[src/rtl/eth_pkg.sv]
// Shared Ethernet receive/transmit definitions: CRC-32 constants, frame length
// limits and the per-frame status record.
package eth_pkg;

    localparam logic [31:0] CRC32_POLY_REFL = 32'hEDB88320;
    localparam logic [31:0] CRC32_INIT      = 32'hFFFFFFFF;
    localparam logic [31:0] CRC32_RESIDUE   = 32'hDEBB20E3;

    localparam int ETH_MIN_LEN = 64;
    localparam int ETH_MAX_LEN = 1518;

    typedef struct packed {
        logic        good;
        logic        crc_err;
        logic        len_err;
        logic        phy_err;
        logic        abort;
        logic [15:0] len;
    } eth_stat_t;

    typedef enum logic {
        ST_IDLE    = 1'b0,
        ST_INFRAME = 1'b1
    } fcs_state_t;

endpackage

[src/rtl/crc32_d8_refl.sv]
// One byte step of the reflected CRC-32 (LSB of the byte first), purely
// combinational so both the transmit generator and the receive checker can use it.
module crc32_d8_refl
    import eth_pkg::*;
(
    input  logic [31:0] crc_i,
    input  logic [7:0]  d_i,
    output logic [31:0] crc_o
);

    always_comb begin
        logic [31:0] c;
        c = crc_i ^ {24'd0, d_i};
        for (int i = 0; i < 8; i++) begin
            c = c[0] ? ((c >> 1) ^ CRC32_POLY_REFL) : (c >> 1);
        end
        crc_o = c;
    end

endmodule

[src/rtl/eth_fcs_check.sv]
// Receive FCS checker: runs CRC-32 over the whole frame including the FCS,
// strips the 4 FCS bytes through a delay line and reports per-frame status.
//
// state      | meaning
// -----------+-----------------------------------------------------------
// ST_IDLE    | between frames; bytes without in_sof are dropped
// ST_INFRAME | frame in progress; bytes step the CRC and feed the delay line
module eth_fcs_check
    import eth_pkg::*;
#(
    parameter logic [31:0] INIT    = CRC32_INIT,
    parameter logic [31:0] RESIDUE = CRC32_RESIDUE,
    parameter int          MIN_LEN = ETH_MIN_LEN,
    parameter int          MAX_LEN = ETH_MAX_LEN
) (
    input  logic        clk,
    input  logic        rst_n,
    input  logic        in_valid,
    input  logic [7:0]  in_data,
    input  logic        in_sof,
    input  logic        in_eof,
    input  logic        in_err,
    output logic        out_valid,
    output logic [7:0]  out_data,
    output logic        out_sof,
    output logic        out_eof,
    output logic        stat_valid,
    output logic        stat_good,
    output logic        stat_crc_err,
    output logic        stat_len_err,
    output logic        stat_phy_err,
    output logic        stat_abort,
    output logic [15:0] stat_len
);

    localparam logic [15:0] MIN_LEN_W = MIN_LEN[15:0];
    localparam logic [15:0] MAX_LEN_W = MAX_LEN[15:0];

    fcs_state_t      state_q, state_d;
    logic [31:0]     crc_q, crc_d;
    logic [15:0]     len_q, len_d;
    logic            phy_q, phy_d;
    logic [2:0]      fill_q, fill_d;
    logic [3:0][7:0] dl_data_q, dl_data_d;
    logic [3:0]      dl_sof_q, dl_sof_d;

    logic            out_valid_q, out_valid_d;
    logic [7:0]      out_data_q, out_data_d;
    logic            out_sof_q, out_sof_d;
    logic            out_eof_q, out_eof_d;

    logic            pend_valid_q, pend_valid_d;
    eth_stat_t       pend_q, pend_d;
    logic            stat_valid_q, stat_valid_d;
    eth_stat_t       stat_q, stat_d;

    logic            accept;
    logic [31:0]     crc_in;
    logic [31:0]     crc_next;
    logic [15:0]     len_new;
    logic            phy_new;
    logic [2:0]      fill_base;

    assign accept = in_valid && (in_sof || (state_q == ST_INFRAME));
    assign crc_in = in_sof ? INIT : crc_q;

    crc32_d8_refl u_crc (
        .crc_i (crc_in),
        .d_i   (in_data),
        .crc_o (crc_next)
    );

    always_comb begin
        state_d      = state_q;
        crc_d        = crc_q;
        len_d        = len_q;
        phy_d        = phy_q;
        fill_d       = fill_q;
        dl_data_d    = dl_data_q;
        dl_sof_d     = dl_sof_q;
        out_valid_d  = 1'b0;
        out_data_d   = out_data_q;
        out_sof_d    = 1'b0;
        out_eof_d    = 1'b0;
        pend_valid_d = 1'b0;
        pend_d       = pend_q;
        stat_valid_d = pend_valid_q;
        stat_d       = pend_valid_q ? pend_q : stat_q;
        len_new      = len_q;
        phy_new      = phy_q;
        fill_base    = fill_q;

        if (accept) begin
            // A start byte always discards whatever the line still holds.
            if (in_sof) begin
                len_new   = 16'd1;
                phy_new   = in_err;
                fill_base = 3'd0;
            end else begin
                len_new = (len_q == 16'hFFFF) ? len_q : len_q + 16'd1;
                phy_new = phy_q | in_err;
            end
            crc_d = crc_next;
            len_d = len_new;
            phy_d = phy_new;

            if (fill_base == 3'd4) begin
                out_valid_d = 1'b1;
                out_data_d  = dl_data_q[0];
                out_sof_d   = dl_sof_q[0];
            end

            if (in_eof) begin
                // The eof byte and the three still buffered are the FCS.
                out_eof_d      = (fill_base == 3'd4);
                fill_d         = 3'd0;
                state_d        = ST_IDLE;
                pend_valid_d   = 1'b1;
                pend_d.crc_err = (crc_next != RESIDUE);
                pend_d.len_err = (len_new < MIN_LEN_W) || (len_new > MAX_LEN_W);
                pend_d.phy_err = phy_new;
                pend_d.abort   = 1'b0;
                pend_d.len     = len_new;
            end else begin
                state_d = ST_INFRAME;
                if (fill_base == 3'd4) begin
                    dl_data_d = {in_data, dl_data_q[3], dl_data_q[2], dl_data_q[1]};
                    dl_sof_d  = {in_sof, dl_sof_q[3:1]};
                end else begin
                    dl_data_d[fill_base[1:0]] = in_data;
                    dl_sof_d[fill_base[1:0]]  = in_sof;
                    fill_d                    = fill_base + 3'd1;
                end
                if (in_sof && (state_q == ST_INFRAME)) begin
                    pend_valid_d   = 1'b1;
                    pend_d.crc_err = 1'b0;
                    pend_d.len_err = 1'b0;
                    pend_d.phy_err = phy_q;
                    pend_d.abort   = 1'b1;
                    pend_d.len     = len_q;
                end
            end
            // sof+eof on one byte while in a frame reports the 1-byte frame only.
            pend_d.good = !(pend_d.crc_err || pend_d.len_err ||
                            pend_d.phy_err || pend_d.abort);
        end
    end

    always_ff @(posedge clk or negedge rst_n) begin
        if (!rst_n) begin
            state_q      <= ST_IDLE;
            crc_q        <= INIT;
            len_q        <= 16'd0;
            phy_q        <= 1'b0;
            fill_q       <= 3'd0;
            dl_data_q    <= '0;
            dl_sof_q     <= '0;
            out_valid_q  <= 1'b0;
            out_data_q   <= 8'd0;
            out_sof_q    <= 1'b0;
            out_eof_q    <= 1'b0;
            pend_valid_q <= 1'b0;
            pend_q       <= '0;
            stat_valid_q <= 1'b0;
            stat_q       <= '0;
        end else begin
            state_q      <= state_d;
            crc_q        <= crc_d;
            len_q        <= len_d;
            phy_q        <= phy_d;
            fill_q       <= fill_d;
            dl_data_q    <= dl_data_d;
            dl_sof_q     <= dl_sof_d;
            out_valid_q  <= out_valid_d;
            out_data_q   <= out_data_d;
            out_sof_q    <= out_sof_d;
            out_eof_q    <= out_eof_d;
            pend_valid_q <= pend_valid_d;
            pend_q       <= pend_d;
            stat_valid_q <= stat_valid_d;
            stat_q       <= stat_d;
        end
    end

    assign out_valid    = out_valid_q;
    assign out_data     = out_data_q;
    assign out_sof      = out_sof_q;
    assign out_eof      = out_eof_q;
    assign stat_valid   = stat_valid_q;
    assign stat_good    = stat_q.good;
    assign stat_crc_err = stat_q.crc_err;
    assign stat_len_err = stat_q.len_err;
    assign stat_phy_err = stat_q.phy_err;
    assign stat_abort   = stat_q.abort;
    assign stat_len     = stat_q.len;

endmodule
[config.mk]
export PLATFORM = sky130hd
export DESIGN_NAME = eth_fcs_check
export DESIGN_NICKNAME = d
export VERILOG_FILES = /design/src/rtl/eth_pkg.sv /design/src/rtl/crc32_d8_refl.sv /design/src/rtl/eth_fcs_check.sv
export SDC_FILE = /design/constraint.sdc
export NUM_CORES = 1
export LEC_CHECK = 0
export ABC_AREA = 1
export CORE_UTILIZATION = 55
export DETAILED_ROUTE_END_ITERATION = 8
export PLACE_DENSITY_LB_ADDON = 0.08
export SLEW_MARGIN = 20
export SYNTH_ARGS = -nofsm -noshare
export SYNTH_HDL_FRONTEND = slang
export SYNTH_SLANG_ARGS = --single-unit
[constraint.sdc]
create_clock -name clk -period 4.3 [get_ports clk]
set_input_delay 0.43 -clock clk [delete_from_list [all_inputs] [get_ports clk]]
set_output_delay 0.43 -clock clk [all_outputs]
set_load 0.02 [all_outputs]
==> run_results.csv <==
group,metric,value,unit
drt,wl_per_cell,14.6,um
floorplan,die_h,124,um
final_layout,seq_area,3640,um^2
drt,via_per_inst,5.44,
grt,grt_pass1_vias,6362,
power_and_ir_drop,power,5.27,mW
grt,track_usage,0.270,
critical_path,regToRegStartpoint,"crc_q[0]",
placement,place_congestion,0.905,
timing,timing.fmax,0.338,GHz
final_layout,diodes,0,
clock_tree,clock-sinks,144,
floorplan,row_count,44,
floorplan,initial_core_util,0.564,
grt,grt_use_met2,0.407,
grt,grt_max_degree,82,
timing,timing.setup.tns,0,ns
final_layout,drive_above_1_share,0.123,
logic_synthesis,ys_seq_area_frac,0.445,
critical_path,r2r_end,"pend_q[20]",
drt,wl,19400,um
floorplan,die_area,15400,um^2
drt,first_iter_violations,569,
critical_path,path_class,"primary input to register",
drt,drc,0,
floorplan,ioPinCount,47,
grt,antenna_found_initial,0,
clock_tree,clock_latency,0.43,ns
clock_tree,postCtsSetupBuffers,0,
final_layout,nets,1155,
grt,grt-ovfl-total,0,
critical_path,crit_path_end_kind,"register",
timing,setup_ws,1.34,ns
drt,antenna_left,0,
final_layout,n_fill_cell,1295,
critical_path,cp_slowest_cell,"clkdlybuf4s50_1",
grt,grt_first_pass_wirelength,31800,um
logic_synthesis,synth_area,8190,um^2
clock_tree,clk_pin_slew,0.06,ns
final_layout,area_growth,13.9,%
grt,busiest_layer,"met2",
logic_synthesis,synth_edf_count,0,
final_layout,final_cell_mix,"nand2_1, o21ai_0, dfrtp_1",
placement,io_buffer_count,46,
grt,met3_usage,0.0563,
final_layout,finalNonFillerCells,1331,
power_and_ir_drop,power_density,565,nW/um^2
clock_tree,htree_levels,4,
critical_path,cpMostUsedCell,"nand2_1",
timing,post-route-period-util,0.689,
status,status,"finished, final reports clean",
critical_path,setup.worst_path.start_class,"primary input",
final_layout,final_common_cell,"nand2_1",
min_path,hp-class,"primary input to asynchronous set/reset pin",
logic_synthesis,async_flop_share,1.00,
timing,setup_viol,0,
run,cap_violations,0,
clock_tree,cts-root-buf,"clkbuf_16",
critical_path,cp_cell_sequence,"clkdlybuf4s50_1 -> inv_1 -> o21ai_2 -> nand2_1 -> inv_1 -> nand2_1 -> nand2_2 -> ha_1 -> nand2_1 -> nor2_1 -> nand2_1 -> nor2_1 -> nand3_1 -> nor2_1 -> nand2_1 -> nand2_1 -> nand3_1 -> nand2_1",
floorplan,die_w,124,um
clock_tree,cts_buffers,17,
critical_path,required,4.66,ns
logic_synthesis,syn_inst,1102,
timing,fin_crit,2.96,ns
logic_synthesis,synth_area_per_cell,7.43,um^2
critical_path,crit_arrival,3.32,ns
timing,finalClockSkew,0.00943,ns
logic_synthesis,synthDistinctLibCells,42,
timing,finalMaxSlewViolations,0,
drt,drt_first_pass_iters,5,
drt,vias,7244,
timing,rsz0062_at_grt,"false",
timing,slew_headroom,0.314,
logic_synthesis,yosysWarnings,0,
placement,dp_hpwl,13900,um
final_layout,final_util,0.642,
critical_path,slowest_delay,0.57,ns
logic_synthesis,ys_ff_latch,144,
placement,placedCellCount,1300,
timing,worst_pin_slew,1.02,ns
power_and_ir_drop,power_leakage,4.33,nW
critical_path,rr_worst_depth,17,
final_layout,multi_input_area,3950,um^2
floorplan,core,14500,um^2
grt,grtUsageMet1,0.387,
clock_tree,cts_tree,"built",
power_and_ir_drop,peakVddDrop,0.346,mV
clock_tree,cts_resized,0,
clock_tree,cts_hold_buffers,0,
placement,place_ws,0.994,ns
critical_path,worst-path-max-fanout,13,
critical_path,ff2ff_setup_slack,1.46,ns
logic_synthesis,syn_nets,1122,
timing,hold_viol,0,
clock_tree,clockBufferDepth,2,
logic_synthesis,synth_flop_cell,"dfrtp_1",
==> cells by family after synthesis <==
logic type                 share of synthesized area
xor gates and xnor gates                      0.0148
muxes                                         0.0260
DFF                                            0.445
AOI/OAI and AO/OA                              0.133
and+or+nand+nor                                0.298
adders and majority gates                    0.00917
buffers and inverters                         0.0739
==> cell type report <==
cell class | count | share of cell area
multi-input cells | 814 | 0.424
flip-flops and latches | 144 | 0.391
repair buffers | 55 | 0.0562
clock buffers | 21 | 0.0483
inverters | 103 | 0.0417
well taps | 184 | 0.0247
clock inverters | 10 | 0.0146
==> worst max-delay path, delay by kind of cell <==
family          cells  cell delay (ns)
buf+inv             3             0.99
simple gates       13             1.57
fa+ha+maj           1             0.18
compound gates      1             0.14
==> sequential cells by signal (all words and copies together), names as in the netlist, 3 cells and up <==
register and flops:
crc_q 32, dl_data_q 32, dl_sof_q 4, fill_q 3, len_q 16, out_data 8
pend_q 21, stat_len 16
==> through the flow <==
step                instance area (um^2)  hold slack (ns)
floorplan                           8190            0.134
global placement                    8740            0.460
detailed placement                  8740            0.466
CTS                                 9330           0.0724
global route                        9330           0.0926
finish                              9330           0.0425
==> worst max-delay path by stage <==
stage                           from            end  cells after the start  slack [ns]
final                     in_data[0]     pend_q[20]                     18        1.34
after global routing      in_data[0]     pend_q[20]                     18        1.13
after CTS                 in_data[0]     pend_q[20]                     18        1.42
after detailed placement  in_data[0]     pend_q[20]                     18        0.99
after global placement    in_data[0]     pend_q[20]                     18        0.94
after floorplan               in_sof  dl_data_q[23]                     12        1.80
==> Yosys cell counts, types with 2 or more instances <==
cell | instances | area share
nand2_1 | 364 | 0.17
o21ai_0 | 121 | 0.074
dfrtp_1 | 112 | 0.34
nor2_1 | 97 | 0.044
inv_1 | 92 | 0.042
nand3_1 | 65 | 0.040
dfstp_2 | 32 | 0.10
clkbuf_1 | 27 | 0.012
nand2_2 | 19 | 0.015
o211ai_1 | 19 | 0.017
mux2_2 | 18 | 0.025
a21oi_1 | 16 | 0.0098
a31oi_1 | 16 | 0.012
inv_2 | 10 | 0.0046
nand4_1 | 10 | 0.0076
nor2_2 | 8 | 0.0061
buf_2 | 7 | 0.0043
nand3b_1 | 7 | 0.0064
ha_1 | 6 | 0.0092
o21ai_1 | 6 | 0.0037
xnor2_1 | 6 | 0.0064
xor2_1 | 6 | 0.0064
buf_6 | 4 | 0.0055
nor2_4 | 4 | 0.0055
o21ai_2 | 4 | 0.0043
nand2_4 | 3 | 0.0041
nor3_1 | 3 | 0.0018
o21bai_1 | 3 | 0.0027
buf_4 | 2 | 0.0018
o21a_1 | 2 | 0.0018
o22ai_1 | 2 | 0.0015
==> power breakdown <==
group | switching [mW] | internal [mW]
sequential | 0.209 | 1.82
combinational | 1.10 | 0.650
clock | 0.566 | 0.922
==> metal layers <==
| metal | up-vias | share of wire |
|---|---|---|
| li1 | 3638 | - |
| met3 | 27 | 0.058 |
| met1 | 3353 | 0.49 |
| met2 | 226 | 0.44 |
| met5 | - | 0 |
| met4 | 0 | 0.018 |
Power figures use the tool's default switching activity.
